**src/rtl/pocket_video_pkg.sv**
```systemverilog
// Shared types and helpers for the Pocket video output formatter.
package pocket_video_pkg;

    localparam int unsigned RGB_W  = 24;
    localparam int unsigned SLOT_W = 3;
    localparam int unsigned GAP_W  = 4;

    typedef logic [RGB_W-1:0] rgb24_t;

    // Upper bits of the end-of-line slot word
    localparam logic [RGB_W-SLOT_W-1:0] EOL_PREFIX = 21'd0;

    // End-of-line word carrying the scaler slot in its low bits
    function automatic rgb24_t eol_word(input logic [SLOT_W-1:0] slot);
        return {EOL_PREFIX, slot};
    endfunction

endpackage

```
**src/rtl/pocket_video_formatter_if.sv**
```systemverilog
// Video bus between scanlines_generator and the Pocket video pins.
// master: drives the level-type in_* side and observes video_*.
// slave : the formatter, consuming in_* and driving video_*.
interface pocket_video_formatter_if;
    import pocket_video_pkg::*;

    rgb24_t in_rgb;
    logic   in_hs;
    logic   in_vs;
    logic   in_de;

    rgb24_t video_rgb;
    logic   video_de;
    logic   video_hs;
    logic   video_vs;
    logic   video_skip;

    modport master (
        output in_rgb, in_hs, in_vs, in_de,
        input  video_rgb, video_de, video_hs, video_vs, video_skip
    );

    modport slave (
        input  in_rgb, in_hs, in_vs, in_de,
        output video_rgb, video_de, video_hs, video_vs, video_skip
    );
endinterface

```
**src/rtl/pocket_sync_edge.sv**
```systemverilog
// Registers a sync level, normalises it to active-high and flags its leading edge.
// History resets to the inactive level so reset release never fakes an edge.
module pocket_sync_edge #(
    parameter bit ACTIVE_HIGH = 1'b1
) (
    input  logic clk,
    input  logic reset,
    input  logic i_sync,
    output logic o_edge_c
);

    logic w_norm;
    logic r_level;
    logic r_level_d;

    assign w_norm = ACTIVE_HIGH ? i_sync : ~i_sync;

    // Capture normalised level and one cycle of history
    always_ff @(posedge clk) begin
        if (reset) begin
            r_level   <= 1'b0;
            r_level_d <= 1'b0;
        end else begin
            r_level   <= w_norm;
            r_level_d <= r_level;
        end
    end

    assign o_edge_c = r_level & ~r_level_d;

endmodule

```
**src/rtl/pocket_video_formatter.sv**
```systemverilog
// Final Pocket video stage: level syncs -> one-cycle APF pulses, RGB blanking,
// end-of-line slot word after each active line. Fixed 2-cycle latency.
// Optional pixel-enable/skip support is built when POCKET_VIDEO_SKIP_EN is defined.
module pocket_video_formatter
    import pocket_video_pkg::*;
#(
    parameter bit          SYNC_ACTIVE_HIGH = 1'b1,
    parameter int unsigned VS_HS_GAP        = 3
) (
    input  logic                     clk_vid,
    input  logic                     reset,
    pocket_video_formatter_if.slave  vid,
    input  logic [SLOT_W-1:0]        scaler_slot
`ifdef POCKET_VIDEO_SKIP_EN
    ,
    input  logic                     ce_pix
`endif
);

    localparam int unsigned GAP_MAX = (1 << GAP_W) - 1;

    // Reject a gap that cannot be held in the counter or would never separate pulses
    if ((VS_HS_GAP < 1) || (VS_HS_GAP > GAP_MAX)) begin : g_gap_range
        $error("pocket_video_formatter: VS_HS_GAP=%0d outside 1..%0d", VS_HS_GAP, GAP_MAX);
    end

    // Stage 1 registers
    rgb24_t            r_rgb_s1;
    logic              r_de_s1;
    logic              r_de_s1_d;
    logic [SLOT_W-1:0] r_slot_s1;
`ifdef POCKET_VIDEO_SKIP_EN
    logic              r_ce_s1;
`endif

    // Frame/line state
    logic [GAP_W-1:0]  r_gap_cnt;
    logic              r_hs_pend;
    logic [SLOT_W-1:0] r_slot_q;
    logic              r_line_had_de;

    // Output registers
    rgb24_t            r_video_rgb;
    logic              r_video_de;
    logic              r_video_hs;
    logic              r_video_vs;
`ifdef POCKET_VIDEO_SKIP_EN
    logic              r_video_skip;
`endif

    logic              w_hs_edge;
    logic              w_vs_edge;
    logic              w_de_fall;
    logic              w_eol;
    logic              w_de_out;
    logic [GAP_W-1:0]  w_gap_next;
    logic              w_hs_fire;
    logic              w_hs_pend_next;

    pocket_sync_edge #(.ACTIVE_HIGH(SYNC_ACTIVE_HIGH)) u_hs_edge (
        .clk      (clk_vid),
        .reset    (reset),
        .i_sync   (vid.in_hs),
        .o_edge_c (w_hs_edge)
    );

    pocket_sync_edge #(.ACTIVE_HIGH(SYNC_ACTIVE_HIGH)) u_vs_edge (
        .clk      (clk_vid),
        .reset    (reset),
        .i_sync   (vid.in_vs),
        .o_edge_c (w_vs_edge)
    );

    // Stage 1: register pixel data, de history and the slot index
    always_ff @(posedge clk_vid) begin
        if (reset) begin
            r_rgb_s1  <= '0;
            r_de_s1   <= 1'b0;
            r_de_s1_d <= 1'b0;
            r_slot_s1 <= '0;
`ifdef POCKET_VIDEO_SKIP_EN
            r_ce_s1   <= 1'b0;
`endif
        end else begin
            r_rgb_s1  <= vid.in_rgb;
            r_de_s1   <= vid.in_de;
            r_de_s1_d <= r_de_s1;
            r_slot_s1 <= scaler_slot;
`ifdef POCKET_VIDEO_SKIP_EN
            r_ce_s1   <= ce_pix;
`endif
        end
    end

    assign w_de_fall = r_de_s1_d & ~r_de_s1;
    assign w_eol     = w_de_fall & r_line_had_de;

`ifdef POCKET_VIDEO_SKIP_EN
    assign w_de_out  = r_de_s1 & r_ce_s1;
`else
    assign w_de_out  = r_de_s1;
`endif

    // Gap countdown after vs and hs deferral; a deferred hs fires as the count lands on 0
    always_comb begin
        w_gap_next     = r_gap_cnt;
        w_hs_fire      = 1'b0;
        w_hs_pend_next = r_hs_pend;
        if (w_vs_edge) begin
            w_gap_next = GAP_W'(VS_HS_GAP);
        end else if (r_gap_cnt != '0) begin
            w_gap_next = r_gap_cnt - GAP_W'(1);
        end
        w_hs_fire      = (w_hs_edge | r_hs_pend) & (w_gap_next == '0);
        w_hs_pend_next = (w_hs_edge | r_hs_pend) & ~w_hs_fire;
    end

    // Stage 2: frame/line state and registered pin outputs
    always_ff @(posedge clk_vid) begin
        if (reset) begin
            r_gap_cnt     <= '0;
            r_hs_pend     <= 1'b0;
            r_slot_q      <= '0;
            r_line_had_de <= 1'b0;
            r_video_rgb   <= '0;
            r_video_de    <= 1'b0;
            r_video_hs    <= 1'b0;
            r_video_vs    <= 1'b0;
`ifdef POCKET_VIDEO_SKIP_EN
            r_video_skip  <= 1'b0;
`endif
        end else begin
            r_gap_cnt  <= w_gap_next;
            r_hs_pend  <= w_hs_pend_next;
            r_video_hs <= w_hs_fire;
            r_video_vs <= w_vs_edge;
            r_video_de <= w_de_out;
`ifdef POCKET_VIDEO_SKIP_EN
            r_video_skip <= r_de_s1 & ~r_ce_s1;
`endif
            if (w_vs_edge) begin
                r_slot_q <= r_slot_s1;
            end

            if (r_de_s1) begin
                r_video_rgb <= r_rgb_s1;
            end else if (w_eol) begin
                r_video_rgb <= eol_word(r_slot_q);
            end else begin
                r_video_rgb <= '0;
            end

            if (r_de_s1) begin
                r_line_had_de <= 1'b1;
            end else if (w_hs_edge | w_eol) begin
                r_line_had_de <= 1'b0;
            end
        end
    end

    assign vid.video_rgb  = r_video_rgb;
    assign vid.video_de   = r_video_de;
    assign vid.video_hs   = r_video_hs;
    assign vid.video_vs   = r_video_vs;
`ifdef POCKET_VIDEO_SKIP_EN
    assign vid.video_skip = r_video_skip;
`else
    assign vid.video_skip = 1'b0;
`endif

endmodule
```
**src/flat_wrapper.sv**
```systemverilog
// flat-port wrapper written by rule: the top's interface ports become plain ports
module pocket_video_formatter_flat import pocket_video_pkg::*;
#(
    parameter bit          SYNC_ACTIVE_HIGH = 1'b1,
    parameter int unsigned VS_HS_GAP        = 3
)
  (clk_vid, reset, scaler_slot, vid_in_rgb, vid_in_hs, vid_in_vs, vid_in_de, vid_video_rgb, vid_video_de, vid_video_hs, vid_video_vs, vid_video_skip);
  pocket_video_formatter_if vid_i ();
  input  logic clk_vid;
  input  logic reset;
  input  logic [SLOT_W-1:0] scaler_slot;
  input wire logic [$bits(vid_i.in_rgb)-1:0] vid_in_rgb;
  input wire logic [$bits(vid_i.in_hs)-1:0] vid_in_hs;
  input wire logic [$bits(vid_i.in_vs)-1:0] vid_in_vs;
  input wire logic [$bits(vid_i.in_de)-1:0] vid_in_de;
  output wire logic [$bits(vid_i.video_rgb)-1:0] vid_video_rgb;
  output wire logic [$bits(vid_i.video_de)-1:0] vid_video_de;
  output wire logic [$bits(vid_i.video_hs)-1:0] vid_video_hs;
  output wire logic [$bits(vid_i.video_vs)-1:0] vid_video_vs;
  output wire logic [$bits(vid_i.video_skip)-1:0] vid_video_skip;
  assign vid_i.in_rgb = vid_in_rgb;
  assign vid_i.in_hs = vid_in_hs;
  assign vid_i.in_vs = vid_in_vs;
  assign vid_i.in_de = vid_in_de;
  assign vid_video_rgb = vid_i.video_rgb;
  assign vid_video_de = vid_i.video_de;
  assign vid_video_hs = vid_i.video_hs;
  assign vid_video_vs = vid_i.video_vs;
  assign vid_video_skip = vid_i.video_skip;
  pocket_video_formatter #(.SYNC_ACTIVE_HIGH(SYNC_ACTIVE_HIGH), .VS_HS_GAP(VS_HS_GAP)) u_core (.clk_vid(clk_vid), .reset(reset), .vid(vid_i), .scaler_slot(scaler_slot));
endmodule
```
**config.mk**
```make
export PLATFORM = sky130hd
export DESIGN_NAME = pocket_video_formatter_flat
export DESIGN_NICKNAME = d
export VERILOG_FILES = /design/src/rtl/pocket_video_pkg.sv /design/src/rtl/pocket_video_formatter_if.sv /design/src/rtl/pocket_sync_edge.sv /design/src/rtl/pocket_video_formatter.sv /design/src/flat_wrapper.sv
export SDC_FILE = /design/constraint.sdc
export NUM_CORES = 1
export LEC_CHECK = 0
export CAP_MARGIN = 20
export CORE_ASPECT_RATIO = 0.9
export CORE_MARGIN = 2
export CORE_UTILIZATION = 39
export CTS_CLUSTER_DIAMETER = 50
export DETAILED_ROUTE_END_ITERATION = 8
export PLACE_DENSITY = 0.68
export RECOVER_POWER = 50
export SKIP_CTS_REPAIR_TIMING = 1
export SYNTH_ARGS = -nofsm -noshare
export SYNTH_HDL_FRONTEND = slang
export SYNTH_SLANG_ARGS = --single-unit
```
**constraint.sdc**
```tcl
create_clock -name clk_vid -period 1.4 [get_ports clk_vid]
set_input_delay 0.14 -clock clk_vid [delete_from_list [all_inputs] [get_ports clk_vid]]
set_output_delay 0.14 -clock clk_vid [all_outputs]
set_load 0.05 [all_outputs]
```
==> impl_metrics.toml, run 1 <==
[run_status]
status = "finished clean"

[critical_path]
worstPathMaxFanout = 4
crit_path_max_incr_delay_ns = 0.35
arrival_ns = 1.52
worstPathCellList = "inv_1 -> ha_2 -> xnor2_1 -> a32oi_1 -> o21ba_1"
cp-start-kind = "flop"
critPathKind = "flop to flop"
slowest_stage = "dfxtp_1"
cp.required_ns = 1.63
critPathCaptureType = "flop"

[grt]
grt_usage = 0.1358
overflow = 0
grt_pass1_vias = 1272
grt_max_degree = 29
grt_pass1_wl_mm = 5.595
antenna_found_initial = 0

[sta]
rsz0062_at_grt = "no"
fmaxAchievable_mhz = 775.4
period_share = 0.9212
relSlewSlack = 0.5990
setup_violations = 0
period_needed_ns = 1.290
maxSlewViolCount = 0
finalHoldViolations = 0
holdWs_ns = 0.3551
worst_pin_slew_ns = 0.6041
skew_ns = 0.006055

[floorplan]
start_util = 0.4110
die_area_mm2 = 0.005750
fp.dieH_um = 72.14
rows = 24
io_pins = 60
core_mm2 = 0.004895
die_width_um = 79.71

[yosys]
syn_area_mm2 = 0.002012
ys_types = 27
synth_largest_area_cell = "dfxtp_1"
yosysWarnings = 0
synthCells = 176
yosysSeqAreaShare = 0.6766
synthTopCellsByArea = "dfxtp_1 68%, nor2b_1 11%, and2_1 6.5%"
ys_ff_latch = 68
synth_top_area_frac = 0.6766
avgSynthCellArea_um2 = 11.43
synth.net_count = 209

[cells_and_area]
nets = 275
syn_to_final_growth_pct = 36.69
final_common_cell = "dfxtp_1"
diodes = 0
most-common-layout-cells = "68 x dfxtp_1, 34 x nor2b_1, 31 x clkdlybuf4s50_1"
drive_above_1_share = 0.1741

[clocking]
cts.path.max_buffers = 2
htreeDepth = 3
worstSkewPairLatency_ns = 0.33
tritoncts = "built"
cts_buffers = 9
cts_sinks = 68
cts-root-buf = "clkbuf_8"
clk_pin_slew_ns = 0.07

[power_and_ir_drop]
power.leakage_nw = 1.147
p_total_w = 0.004205
vdd_drop_max_mv = 0.6076
p_per_area_mw_per_mm2 = 1529

[routing]
dr.pass1.iters = 3
drtIter0Drc = 61
postRouteAntennaNets = 0
via_per_inst = 4.240
vias = 1323
wl_mm = 3.392
drc_errors = 0
wl_per_cell_um = 10.87

[run]
maxCapViolCount = 0

[place]
io_buffers = 58
hpwl_mm = 2.299
gp_congestion = 0.7738

[worst_hold_path]
hold_class = "input port to flop"
==> registers in the layout, indices dropped and copies added, names as in the netlist <==
name and flops:
u_core.r_de_s1 1, u_core.r_gap_cnt 4, u_core.r_hs_pend 1, u_core.r_line_had_de 1, u_core.r_rgb_s1 24, u_core.r_slot_q 3
u_core.r_slot_s1 3, u_core.u_hs_edge.r_level 1, u_core.u_hs_edge.r_level_d 1, u_core.u_vs_edge.r_level 1, u_core.u_vs_edge.r_level_d 1, u_core.vid.video_de 1
u_core.vid.video_hs 1, u_core.vid.video_rgb 24, u_core.vid.video_vs 1
==> synth_stat cells <==
cell       n
inv_1      4
nor4_1     1
clkbuf_1   4
ha_1       1
a21oi_1    7
nor3b_1    1
buf_2      2
nand2_1    9
buf_4      1
xnor2_1    2
nand4_1    3
a311oi_1   1
dfxtp_1   68
nand2b_1   2
nor3_1     3
mux2i_1    1
and2b_1    1
a32oi_1    1
o31a_1     1
nor2_1     3
o21bai_1   1
nor2b_1   34
conb_1     1
nor3b_4    1
clkbuf_2   1
and2_1    21
o21ba_1    1
==> critical path, delay by kind of cell (launching register included) <==
family	cells	cell delay, ns
buffers and inverters	1	0.08
adder cells (fa/ha/maj)	1	0.21
flip-flops	1	0.35
XOR/XNOR	1	0.19
AO/OA/AOI/OAI	2	0.37
==> metrics by stage <==
step,area [µm²],setup slack [ns],TNS (ns),std cells,util
final,2750,0.1104,0,312,0.5619
after CTS,2813,0.05512,0,312,0.5746
after global placement,2631,-0.001798,-0.001798,296,0.5376
after floorplan,2012,0.1861,0,176,-
after detailed placement,2631,-0.008476,-0.05406,296,0.5376
after global routing,2750,0.02452,0,312,0.5619
==> routing by layer <==
metal,part of all wire,vias to the layer above,global-route usage
li1,-,686,-
met1,0.47,586,0.1610
met2,0.42,45,0.1923
met3,0.096,6,0.07960
met4,0.019,0,0.07471
met5,0,-,0
==> cells by family (layout without fill, tap and decap cells) <==
logic type | count (synthesis) | in the layout | share of synthesized area
adders and majority gates | 1 | 1 | 0.006218
and+or+nand+nor | 79 | 79 | 0.2363
xor gates and xnor gates | 2 | 2 | 0.008708
buffers and inverters | 12 | 83 | 0.02611
other | 1 | 1 | 0.001864
AOI/OAI and AO/OA | 12 | 12 | 0.03918
DFF | 68 | 68 | 0.6766
muxes | 1 | 1 | 0.004975
==> area by class of cell <==
type / count / area, µm²
fillers: 444 / 2145
flip-flops and latches: 68 / 1361
multi-input cells: 96 / 600.6
repair buffers: 63 / 510.5
clock buffers: 15 / 176.4
well taps: 65 / 81.33
inverters: 4 / 15.01
clock inverters: 1 / 5.005
==> worst paths after layout <==
kind,cells after the start,start,slack [ns],end
setup / recovery,5,u_core.r_gap_cnt[0],0.11,u_core.r_hs_pend
hold / removal,2,vid_in_rgb[13],0.36,u_core.r_rgb_s1[13]
setup reg to reg,5,u_core.r_gap_cnt[0],0.11,u_core.r_hs_pend
hold reg to reg,1,u_core.r_rgb_s1[4],0.42,u_core.vid.video_rgb[4]
==> report_power, final <==
group | total, W | internal (W) | leakage, nW | switching (W)
clock | 0.00144 | 0.000788 | 0.0937 | 0.000649
sequential | 0.00213 | 0.00206 | 0.559 | 0.0000710
combinational | 0.000634 | 0.000328 | 0.494 | 0.000306
total | 0.00421 | 0.00318 | 1.15 | 0.00103
No activity file was read; power rests on OpenSTA's default activity.
==> run 2, diff against run 1 <==
--- a/config.mk
+++ b/config.mk
@@ -7,9 +7,9 @@
 export LEC_CHECK = 0
 export CAP_MARGIN = 20
 export CORE_ASPECT_RATIO = 0.9
-export CORE_MARGIN = 2
 export CORE_UTILIZATION = 39
 export CTS_CLUSTER_DIAMETER = 50
+export CTS_CLUSTER_SIZE = 12
 export DETAILED_ROUTE_END_ITERATION = 8
 export PLACE_DENSITY = 0.68
 export RECOVER_POWER = 50
==> impl_metrics.toml, run 2 (synthesized netlist as in run 1, its figures left out) <==
[power_and_ir_drop]
switchingPower_w = 0.001049
p_per_area_mw_per_mm2 = 1525
p_clk_frac = 0.322
combinationalPowerShare = 0.173
intPower_w = 0.003187
power.leakage_nw = 1.147
swShare = 0.2477
seqPwrFrac = 0.505
vdd_drop_max_mv = 0.7258

[place]
gp_congestion = 0.6846
hpwl_mm = 2.220
preCtsSetupSlack_ns = -0.3502
io_buffers = 58

[floorplan]
core_mm2 = 0.004895
die_area_mm2 = 0.005451
rows = 24
io_pins = 60
start_util = 0.4110
die_width_um = 77.71
fp.dieH_um = 70.14

[clocking]
cts_sinks = 68
htreeDepth = 3
cts-root-buf = "clkbuf_8"
tritoncts = "built"
worstSkewPairLatency_ns = 0.33
cts_buffers = 9
clk_pin_slew_ns = 0.06
cts.path.max_buffers = 2

[worst_hold_path]
hold_class = "input port to flop"

[grt]
grt_usage = 0.1396
antenna_found_initial = 0
grt_max_degree = 45
grt_pass1_wl_mm = 5.499
grt_pass1_vias = 1255
overflow = 0

[sta]
skew_ns = 0.003036
period_needed_ns = 1.297
finalHoldViolations = 0
relSlewSlack = 0.6070
fmaxAchievable_mhz = 771.0
maxSlewViolCount = 0
fin_ws_ns = 0.1029
period_share = 0.9265
setup_violations = 0
rsz0062_at_grt = "no"
worst_pin_slew_ns = 0.5920

[routing]
wl_mm = 3.402
postRouteAntennaNets = 0
drtIter0Drc = 41
vias = 1324
wl_per_cell_um = 10.94
drc_errors = 0
via_per_inst = 4.257
dr.pass1.iters = 4

[critical_path]
cp.required_ns = 1.64
critPathBufInv = 1
arrival_ns = 1.54
critPathCaptureType = "flop"
slowest_stage = "dfxtp_1"
critPathKind = "flop to flop"
worstPathMaxFanout = 4
crit_path_max_incr_delay_ns = 0.32
worstPathCellList = "inv_1 -> ha_4 -> nor3b_4 -> nor3b_1 -> a311oi_1"
cp_top_family = "simple AND/OR/NAND/NOR gates"
cp-start-kind = "flop"

[cells_and_area]
diodes = 0
nets = 275
final.fill_count = 432
final_common_cell = "dfxtp_1"
multi_input_comb_area_um2 = 618.1
regArea_mm2 = 0.001361
syn_to_final_growth_pct = 38.12
finalCoreUtilization = 0.5677
drive_above_1_share = 0.1667
most-common-layout-cells = "68 x dfxtp_1, 34 x nor2b_1, 30 x clkdlybuf4s50_1"

[run]
maxCapViolCount = 0

[run_status]
status = "finished clean"
run 2: changes by cell type in the layout (fill, tap and decap cells not counted), sizes merged:
cell,change
clkbuf,-17
buf,+15
clkdlybuf4s50,-1
clkinv,+1
dlygate4sd3,+1
run 2: final timing paths:
path                            start                  endpoint  slack, ns  cells past startpoint
setup / recovery  u_core.r_gap_cnt[0]       u_core.r_gap_cnt[1]       0.10                      5
hold / removal         vid_in_rgb[10]       u_core.r_rgb_s1[10]       0.36                      2
setup reg to reg  u_core.r_gap_cnt[0]       u_core.r_gap_cnt[1]       0.10                      5
hold reg to reg   u_core.r_rgb_s1[12]  u_core.vid.video_rgb[12]       0.42                      1
run 2: layout make-up:
| type | count | share of cell area |
|---|---|---|
| Sequential cell | 68 | 0.4899 |
| Multi-Input combinational cell | 96 | 0.2224 |
| Timing Repair Buffer | 63 | 0.1923 |
| Clock buffer | 13 | 0.05718 |
| Tap cell | 65 | 0.02927 |
| Inverter | 4 | 0.005403 |
| Clock inverter | 2 | 0.003602 |
run 2: worst reg2reg max path, delay by kind of cell (launching register included):
family,cells,cell delay [ns]
buf+inv,1,0.13
compound gates,1,0.24
simple gates,2,0.33
flops,1,0.32
fa+ha+maj,1,0.18
run 2: metal layers:
layer	up-vias	wire length, µm	track usage	part of all wire
met2	41	1611	0.2124	0.47
li1	680	-	-	-
met4	0	29	0.07547	0.0085
met5	-	0	0	0
met3	4	306	0.08627	0.090
met1	599	1455	0.1489	0.43
run 2: per-stage QoR:
stage	power, W	hold slack, ns	setup TNS [ns]	cell area (µm²)	instances
final	0.004237	0.3606	0	2779	311
after global routing	0.004445	0.3498	0	2779	311
after CTS	0.004179	0.3437	-3.272	2773	309
after detailed placement	0.002810	0.4105	-7.504	2604	294
after global placement	0.002791	0.4067	-6.749	2604	294
after floorplan	0.002616	0.2682	0	2012	176
run 2: power by group through the flow:
stage               registers (W)  logic, W  clock network (W)
floorplan                 0.00223  0.000391                  0
global placement          0.00217  0.000618                  0
detailed placement        0.00218  0.000632                  0
CTS                       0.00214  0.000636            0.00141
global route              0.00215  0.000791            0.00150
finish                    0.00214  0.000735            0.00136
==> run 3, diff against run 2 <==
--- a/config.mk
+++ b/config.mk
@@ -11,6 +11,7 @@
 export CTS_CLUSTER_DIAMETER = 50
 export CTS_CLUSTER_SIZE = 12
 export DETAILED_ROUTE_END_ITERATION = 8
+export GPL_ROUTABILITY_DRIVEN = 0
 export PLACE_DENSITY = 0.68
 export RECOVER_POWER = 50
 export SKIP_CTS_REPAIR_TIMING = 1
==> results of run 3 <==
The final DEF is identical to that of run 2; final timing and power are the same.
